### src/rtl/tie_cfg_pkg.sv
// Shared types for the tie-level controller: FSM state encoding and counter sizing.
// Build option TIE_CFG_PARITY_EN (see tie_cfg_ctrl) uses the CHECK state defined here.
package tie_cfg_pkg;

  typedef enum logic [1:0] {
    IDLE   = 2'd0,
    SHIFT  = 2'd1,
    CHECK  = 2'd2,
    COMMIT = 2'd3
  } tie_state_e;

  function automatic int cnt_width(input int n_bits);
    return $clog2(n_bits + 1);
  endfunction

endpackage

### src/rtl/tie_cfg_shadow.sv
// Shadow register for serially loaded tie levels: one-bit indexed write, bulk clear, XOR reduction.
// Build option TIE_CFG_PARITY_EN (see tie_cfg_ctrl) is the only consumer of par_o.
module tie_cfg_shadow #(
  parameter int                N_BITS    = 16,
  parameter logic [N_BITS-1:0] RESET_VAL = '0,
  parameter int                IDX_W     = 5
) (
  input  logic              ck,
  input  logic              nrst,
  input  logic              clr_i,
  input  logic              wr_en_i,
  input  logic [IDX_W-1:0]  wr_idx_i,
  input  logic              wr_bit_i,
  output logic [N_BITS-1:0] shadow_o,
  output logic              par_o
);

  logic [N_BITS-1:0] shadow_q;

  // Compare-per-bit write keeps the index width independent of N_BITS.
  always_ff @(posedge ck) begin
    if (!nrst || clr_i) begin
      shadow_q <= RESET_VAL;
    end else if (wr_en_i) begin
      for (int i = 0; i < N_BITS; i++) begin
        if (wr_idx_i == IDX_W'(i)) shadow_q[i] <= wr_bit_i;
      end
    end
  end

  assign shadow_o = shadow_q;
  assign par_o    = ^shadow_q;

endmodule

### src/rtl/tie_cfg_ctrl.sv
// Register-driven tie levels: serial LSB-first load into a shadow, atomic commit to tie_out.
// Define TIE_CFG_PARITY_EN for a trailing odd-parity bit (CHECK state, live cfg_err).
//
// state  | meaning
// IDLE   | ready, waiting for bit 0
// SHIFT  | collecting bits 1..N_BITS-1
// CHECK  | waiting for the parity bit (parity build only)
// COMMIT | shadow copied to tie_out at the closing edge, ready low
module tie_cfg_ctrl
  import tie_cfg_pkg::*;
#(
  parameter int                N_BITS    = 16,
  parameter logic [N_BITS-1:0] RESET_VAL = '0
) (
  input  logic              ck,
  input  logic              nrst,
  input  logic              cfg_valid,
  output logic              cfg_ready,
  input  logic              cfg_bit,
  input  logic              cfg_abort,
  output logic [N_BITS-1:0] tie_out,
  output logic              cfg_done,
  output logic              cfg_err
);

  localparam int            CW       = cnt_width(N_BITS);
  localparam logic [CW-1:0] CNT_LAST = CW'(N_BITS - 1);

  tie_state_e        state_q;
  logic [CW-1:0]     cnt_q;
  logic [N_BITS-1:0] tie_q;
  logic [N_BITS-1:0] shadow;
  logic              shadow_par;
  logic              ready_q;
  logic              done_q;
  logic              accept;
  logic              drop;
  logic              sh_wr;
  logic              sh_clr;
  logic [CW-1:0]     sh_idx;

  assign accept = cfg_valid & ready_q;
  assign drop   = cfg_abort & ((state_q == SHIFT) | (state_q == CHECK));
  assign sh_wr  = accept & ((state_q == IDLE) | ((state_q == SHIFT) & ~cfg_abort));
  assign sh_idx = (state_q == IDLE) ? '0 : cnt_q;

`ifdef TIE_CFG_PARITY_EN
  logic err_q;
  logic par_ok;

  assign par_ok  = shadow_par ^ cfg_bit;
  assign sh_clr  = drop | (accept & (state_q == CHECK) & ~par_ok);
  assign cfg_err = err_q;
`else
  logic par_unused;

  assign par_unused = shadow_par;
  assign sh_clr     = drop;
  assign cfg_err    = 1'b0;
`endif

  tie_cfg_shadow #(
    .N_BITS    (N_BITS),
    .RESET_VAL (RESET_VAL),
    .IDX_W     (CW)
  ) u_shadow (
    .ck       (ck),
    .nrst     (nrst),
    .clr_i    (sh_clr),
    .wr_en_i  (sh_wr),
    .wr_idx_i (sh_idx),
    .wr_bit_i (cfg_bit),
    .shadow_o (shadow),
    .par_o    (shadow_par)
  );

  // cfg_done/cfg_err are registered, so they appear the cycle after the deciding edge.
  always_ff @(posedge ck) begin
    if (!nrst) begin
      state_q <= IDLE;
      cnt_q   <= '0;
      tie_q   <= RESET_VAL;
      ready_q <= 1'b0;
      done_q  <= 1'b0;
`ifdef TIE_CFG_PARITY_EN
      err_q   <= 1'b0;
`endif
    end else begin
      done_q <= 1'b0;
`ifdef TIE_CFG_PARITY_EN
      err_q  <= 1'b0;
`endif
      unique case (state_q)
        IDLE: begin
          ready_q <= 1'b1;
          if (accept) begin
            cnt_q   <= CW'(1);
            state_q <= SHIFT;
          end
        end
        SHIFT: begin
          if (cfg_abort) begin
            state_q <= IDLE;
            cnt_q   <= '0;
          end else if (accept) begin
            cnt_q <= cnt_q + CW'(1);
            if (cnt_q == CNT_LAST) begin
`ifdef TIE_CFG_PARITY_EN
              state_q <= CHECK;
`else
              state_q <= COMMIT;
              ready_q <= 1'b0;
`endif
            end
          end
        end
`ifdef TIE_CFG_PARITY_EN
        CHECK: begin
          if (cfg_abort) begin
            state_q <= IDLE;
            cnt_q   <= '0;
          end else if (accept) begin
            if (par_ok) begin
              state_q <= COMMIT;
              ready_q <= 1'b0;
            end else begin
              err_q   <= 1'b1;
              state_q <= IDLE;
              cnt_q   <= '0;
            end
          end
        end
`endif
        COMMIT: begin
          tie_q   <= shadow;
          done_q  <= 1'b1;
          state_q <= IDLE;
          cnt_q   <= '0;
          ready_q <= 1'b1;
        end
        default: begin
          state_q <= IDLE;
          cnt_q   <= '0;
          ready_q <= 1'b1;
        end
      endcase
    end
  end

  assign cfg_ready = ready_q;
  assign tie_out   = tie_q;
  assign cfg_done  = done_q;

endmodule

### config.mk
export PLATFORM = sky130hd
export DESIGN_NAME = tie_cfg_ctrl
export DESIGN_NICKNAME = d
export VERILOG_FILES = /design/src/rtl/tie_cfg_pkg.sv /design/src/rtl/tie_cfg_shadow.sv /design/src/rtl/tie_cfg_ctrl.sv
export SDC_FILE = /design/constraint.sdc
export NUM_CORES = 1
export LEC_CHECK = 0
export CORE_MARGIN = 3
export CORE_UTILIZATION = 54
export DETAILED_ROUTE_END_ITERATION = 10
export GPL_TIMING_DRIVEN = 1
export PLACE_DENSITY = 0.85
export SLEW_MARGIN = 20
export SYNTH_ARGS = -nofsm -noshare
export SYNTH_HDL_FRONTEND = slang
export SYNTH_SLANG_ARGS = --single-unit
### constraint.sdc
create_clock -name ck -period 1.6 [get_ports ck]
set_clock_uncertainty 0.05 [all_clocks]
set_input_delay 0.16 -clock ck [delete_from_list [all_inputs] [get_ports ck]]
set_output_delay 0.16 -clock ck [all_outputs]
set_load 0.05 [all_outputs]
==> impl_metrics.yaml, run 1 <==
detailed_routing:
  drt-initial-drc-count: 70
  num_vias: 1493
  wl_per_cell_um: 15.3
  firstDrtPassIters: 4
  viasPerCell: 5.43
  detail-route-antenna-nets: 0
  drc: 0
  totalWireLength_um: 4210
floorplan:
  num_rows: 20
  core_um2: 3180
  io-pin-count: 24
  fp.dieW_um: 64.9
  initial_utilization_pct: 58.9
  die_area_um2: 4210
  fp.dieH_um: 64.9
power:
  ir_worst_vdd_uv: 723
  powerDensity_nw_per_um2: 829
  total_leakage_power_nw: 0.972
outcome:
  outcome: "finished clean"
timing:
  finalHoldViolations: 0
  final-setup-viol-count: 0
  max_freq_mhz: 639
  period_share_pct: 97.8
  period_needed_ps: 1570
  postLayoutSetupSlackWorst_ps: 34.6
  maxSlewViolCount: 0
cells_and_area:
  final_cell_mix: "nand2_1 (36), dfxtp_1 (36), mux2i_1 (32), buf_4 (32), nor2b_1 (19)"
  drive_gt1_share_pct: 28.6
  nets: 241
  fillers: 226
  utilization_pct: 74.3
  area_growth_pct: 26.1
  fin_cells: 275
  antenna_cells: 0
  design_area_um2: 2360
critical_path:
  end_kind: "flop"
  worstReg2RegStart: "state_q[0]$_SDFFE_PN0P_"
  critical_path_class: "reg2reg"
  crit_fanout: 8
  required_ps: 1840
  r2r_slack_ps: 30
  cp.buffers_inverters: 3
  path_cells: "inv_2 > buf_4 > ha_4 > a21boi_4 > buf_6 > nand2_4 > mux2i_1"
  worst_path_dominant_cell_family: "flip-flops"
  crit_path_start_kind: "flop"
  reg2reg_to: "u_shadow.shadow_o[14]$_SDFFE_PP0P_"
  cp_slowest_cell: "dfxtp_4"
  cp.arrival_ps: 1800
  ff2ff_path_depth: 7
  startpoint: "state_q[0]$_SDFFE_PN0P_"
  max_stage_delay_ps: 400
place:
  place_ws_ps: -219
  dpl-instance-area_um2: 2180
  io_buffer_count: 22
  gp_congestion: 0.861
  place_hpwl_um: 2890
  place_inst: 266
global_routing:
  grtUsageTotal_pct: 21.7
  antenna_found_initial: 0
  grt_pass1_vias: 1556
  grt_start_max_net_pins: 26
  grt_overflow: 0
  grt_pass1_wl_um: 7050
yosys:
  syn_area_um2: 1870
  yosysTopAreaCell: "dfxtp_1"
  ys_seq_area_share_pct: 43.9
  synth_cell_types: 35
  synth_top_area_share_pct: 43.9
  syn_inst: 192
  yosysWarnings: 0
  synth_area_per_cell_um2: 9.75
  yosys-top-cells-area: "dfxtp_1 (44%), mux2i_1 (17%), nand2_1 (7.2%)"
  synth.net_count: 203
  synth-seq-cells: 41
cts:
  clk_pin_slew_ps: 130
  root_buffer: "clkbuf_4"
  htreeDepth: 2
  cts_tree: "yes"
  cts_hold_buf: 0
  cts_max_path_buffers: 2
  cts.sinks: 41
  insertion_delay_ps: 360
  numCtsBuffers: 5
worst_hold_path:
  hold_path_startpoint: "u_shadow.shadow_o[6]$_SDFFE_PP0P_"
  hold_class: "reg2reg"
  whs_endpoint: "u_shadow.shadow_o[6]$_SDFFE_PP0P_"
  min_path_cells: 2
run:
  drv_cap: 0
## cell usage after synthesis
cell	instances
nand3b_1	2
and2_1	1
buf_2	3
nand2_1	36
nor4_4	2
dfxtp_1	41
nand2b_2	1
and3_1	1
nand2_4	1
a31oi_1	1
buf_4	3
conb_1	1
o41ai_2	1
a21boi_0	3
nor3b_1	3
nor2b_1	20
o21a_1	1
nand3_1	1
ha_1	6
nand4b_2	1
nand2b_1	2
a21oi_1	3
nor2_1	7
a22oi_1	1
and2b_2	1
o21ai_0	6
nor4_2	1
o31ai_1	1
clkbuf_1	2
a21boi_2	1
nor3_1	1
o21bai_1	1
inv_1	3
or3_1	1
mux2i_1	32
## worst register-to-register path, cell delays in order (launching register included)
cell	delay (ps)
dfxtp_4	400
inv_2	60
buf_4	140
ha_4	240
a21boi_4	180
buf_6	180
nand2_4	100
mux2i_1	160
## layout make-up
class | count | area [um2] | share of cell area [%]
multi-input cells | 141 | 1090 | 46.3
inverters | 3 | 13.8 | 0.583
repair buffers | 38 | 303 | 12.8
clock buffers | 6 | 51.3 | 2.17
flip-flops and latches | 41 | 830 | 35.2
clock inverters | 2 | 13.8 | 0.583
well taps | 44 | 55.1 | 2.33
## metrics by stage
| stage | total power [W] | hold slack [ps] | setup TNS, ps |
|---|---|---|---|
| floorplan | 0.00124 | 238 | 0 |
| global placement | 0.00133 | 400 | -1100 |
| detailed placement | 0.00134 | 412 | -1770 |
| CTS | 0.00193 | 430 | -7.91 |
| global route | 0.00204 | 435 | -93.7 |
| finish | 0.00196 | 427 | 0 |
## flip-flops by register name (all words and copies together), names as in the netlist
| name | flops |
|---|---|
| state_q | 2 |
| u_shadow.shadow_o | 16 |
| tie_out | 16 |
| cfg_done | 1 |
| cfg_ready | 1 |
| cnt_q | 5 |
## routing by layer
metal	global-route usage [%]	share of wire, %	vias to the layer above
met3	5.20	5.1	17
met2	39.8	51	51
li1	-	-	725
met1	23.9	42	700
met4	7.92	2.6	0
met5	0	0	-
## worst max path at each step
stage	to	cells past startpoint
2_1_floorplan	u_shadow.shadow_o[12]$_SDFFE_PP0P_	6
3_3_place_gp	u_shadow.shadow_o[0]$_SDFFE_PP0P_	5
3_5_place_dp	u_shadow.shadow_o[1]$_SDFFE_PP0P_	5
4_1_cts	u_shadow.shadow_o[1]$_SDFFE_PP0P_	6
5_1_grt	u_shadow.shadow_o[4]$_SDFFE_PP0P_	7
6_report	u_shadow.shadow_o[14]$_SDFFE_PP0P_	7
## kinds of logic (layout without fill, tap and decap cells)
| kind of cell | count (synthesis) | in the layout | share of synthesized area (%) |
|---|---|---|---|
| and+or+nand+nor | 82 | 83 | 24.8 |
| DFF | 41 | 41 | 43.9 |
| muxes | 32 | 32 | 17.1 |
| AOI/OAI and AO/OA | 19 | 19 | 7.02 |
| buffers and inverters | 11 | 49 | 3.01 |
| adders and majority gates | 6 | 6 | 4.01 |
| other | 1 | 1 | 0.200 |
## repair_timing
item                       4_1_cts  5_1_grt
setup endpoints to repair       16       20
pin swaps                        3        4
buffers inserted                 0        0
gates cloned                     0        1
resized for setup               12       13
## power breakdown
group          internal (W)  total (W)  switching [W]
clock              0.000215   0.000567       0.000353
sequential          0.00104    0.00106      0.0000180
combinational      0.000150   0.000334       0.000184
(Power assumes the default switching activity.)
==> run 2, diff against run 1 <==
CORE_UTILIZATION = 57   (was 54)
CTS_BUF_LIST = sky130_fd_sc_hd__clkbuf_8   (was default)
PLACE_DENSITY = 0.89   (was 0.85)
==> run 2 against run 1 <==
- sequential share of layout area down 0.38 points
- critical path type unchanged
- clock-buffer cell count decreased by 1
- global-route usage is 0.43 points higher
- utilization grew 2.5 points
==> impl_metrics.yaml, run 2 (same netlist as run 1, synthesis figures left out) <==
critical_path:
  max_stage_delay_ps: 340
  required_ps: 1730
  end_kind: "flop"
  cp.arrival_ps: 1660
  crit_fanout: 4
  path_cells: "inv_4 > ha_4 > nand4b_4 > nor4_2 > buf_4 > nand2_1 > mux2i_1"
  cp_slowest_cell: "dfxtp_2"
  crit_path_start_kind: "flop"
  critical_path_class: "reg2reg"
global_routing:
  antenna_found_initial: 0
  grt_start_max_net_pins: 26
  grt_pass1_vias: 1502
  grt_pass1_wl_um: 7100
  grtUsageTotal_pct: 22.1
  grt_overflow: 0
detailed_routing:
  num_vias: 1476
  viasPerCell: 5.39
  wl_per_cell_um: 14.8
  detail-route-antenna-nets: 0
  firstDrtPassIters: 4
  drc: 0
  drt-initial-drc-count: 112
  totalWireLength_um: 4050
power:
  ir_worst_vdd_uv: 829
  powerDensity_nw_per_um2: 915
  total_leakage_power_nw: 0.987
place:
  place_hpwl_um: 2780
  gp_congestion: 0.865
  io_buffer_count: 22
floorplan:
  fp.dieH_um: 63.3
  fp.dieW_um: 63.3
  core_um2: 3100
  io-pin-count: 24
  initial_utilization_pct: 60.3
  num_rows: 20
  die_area_um2: 4010
outcome:
  outcome: "finished clean"
cells_and_area:
  final_cell_mix: "dfxtp_1 (37), nand2_1 (35), buf_4 (33)"
  nets: 241
  area_growth_pct: 27.3
  fillers: 219
  final_common_cell: "dfxtp_1"
  regArea_um2: 828
  antenna_cells: 0
  drive_gt1_share_pct: 27.4
  multi_input_area_um2: 1050
cts:
  cts_tree: "yes"
  htreeDepth: 2
  root_buffer: "clkbuf_8"
  cts_max_path_buffers: 2
  numCtsBuffers: 5
  cts.sinks: 41
  insertion_delay_ps: 290
  clk_pin_slew_ps: 80
  cts_hold_buf: 0
timing:
  period_needed_ps: 1530
  period_share_pct: 95.7
  grt_setup_unrepaired: "false"
  max_freq_mhz: 653
  maxSlewViolCount: 0
  hold-worst-slack_ps: 417
  final-setup-viol-count: 0
  finalHoldViolations: 0
  fin_setup_tns_ps: 0
worst_hold_path:
  hold_class: "reg2reg"
run:
  drv_cap: 0
-- run 2: changes by cell type in the layout (fill, tap and decap cells not counted), moves of 2 or more --
cell      delta
clkbuf_4     -5
clkbuf_8     +4
buf_12       +2
buf_6        -2
nor3b_1      +2
nor3b_2      -2
-- run 2: final timing paths --
| kind | from | end | slack, ps | depth (start not counted) |
|---|---|---|---|---|
| max | state_q[1]$_SDFFE_PN0P_ | u_shadow.shadow_o[15]$_SDFFE_PP0P_ | 70 | 7 |
| min | u_shadow.shadow_o[0]$_SDFFE_PP0P_ | u_shadow.shadow_o[0]$_SDFFE_PP0P_ | 420 | 2 |
| max reg2reg | state_q[1]$_SDFFE_PN0P_ | u_shadow.shadow_o[15]$_SDFFE_PP0P_ | 70 | 7 |
| min reg2reg | u_shadow.shadow_o[0]$_SDFFE_PP0P_ | u_shadow.shadow_o[0]$_SDFFE_PP0P_ | 420 | 2 |
-- run 2: repair_timing --
item                       CTS  global route
setup endpoints to repair   18            19
pin swaps                    3             3
resized for setup           10             8
setup buffers                0             0
-- run 2: stage by stage --
step / worst slack [ps] / std cells / util (%) / instance area, um2 / total power (W)
CTS: 21.9 / 274 / 75.9 / 2360 / 0.00217
floorplan: 101 / 192 / - / 1870 / 0.00124
global route: 3.12 / 274 / 76.8 / 2380 / 0.00226
finish: 69.0 / 274 / 76.8 / 2380 / 0.00218
detailed placement: -159 / 267 / 71.3 / 2210 / 0.00136
global placement: -126 / 267 / 71.3 / 2210 / 0.00135
-- run 2: per-layer routing --
metal  track usage, %  routed length, um  vias to the layer above  part of all wire [%]
li1                 -                  -                      722                     -
met2             37.9               1950                       48                    48
met5                0                  0                        -                     0
met1             26.9               1810                      700                    45
met3             5.70                229                        6                   5.7
met4             7.28                 60                        0                   1.5
-- run 2: worst max-delay path: cells and delay by family (launching register included) --
family | cells | cell delay, ps
and+or+nand+nor | 3 | 460
buffers and inverters | 2 | 270
muxes | 1 | 130
DFF | 1 | 340
adders and majority gates | 1 | 170
-- run 2: layout make-up --
| cell class | instances | area share [%] |
|---|---|---|
| Timing Repair Buffer | 39 | 13.8 |
| Clock buffer | 5 | 2.89 |
| Inverter | 3 | 0.578 |
| Clock inverter | 2 | 1.47 |
| Tap cell | 44 | 2.31 |
| Multi-Input combinational cell | 140 | 44.2 |
| Sequential cell | 41 | 34.8 |
-- run 2: power breakdown --
part	switching (W)	internal, W
registers	0.0000171	0.00104
clock network	0.000344	0.000453
logic	0.000183	0.000146
total	0.000544	0.00164
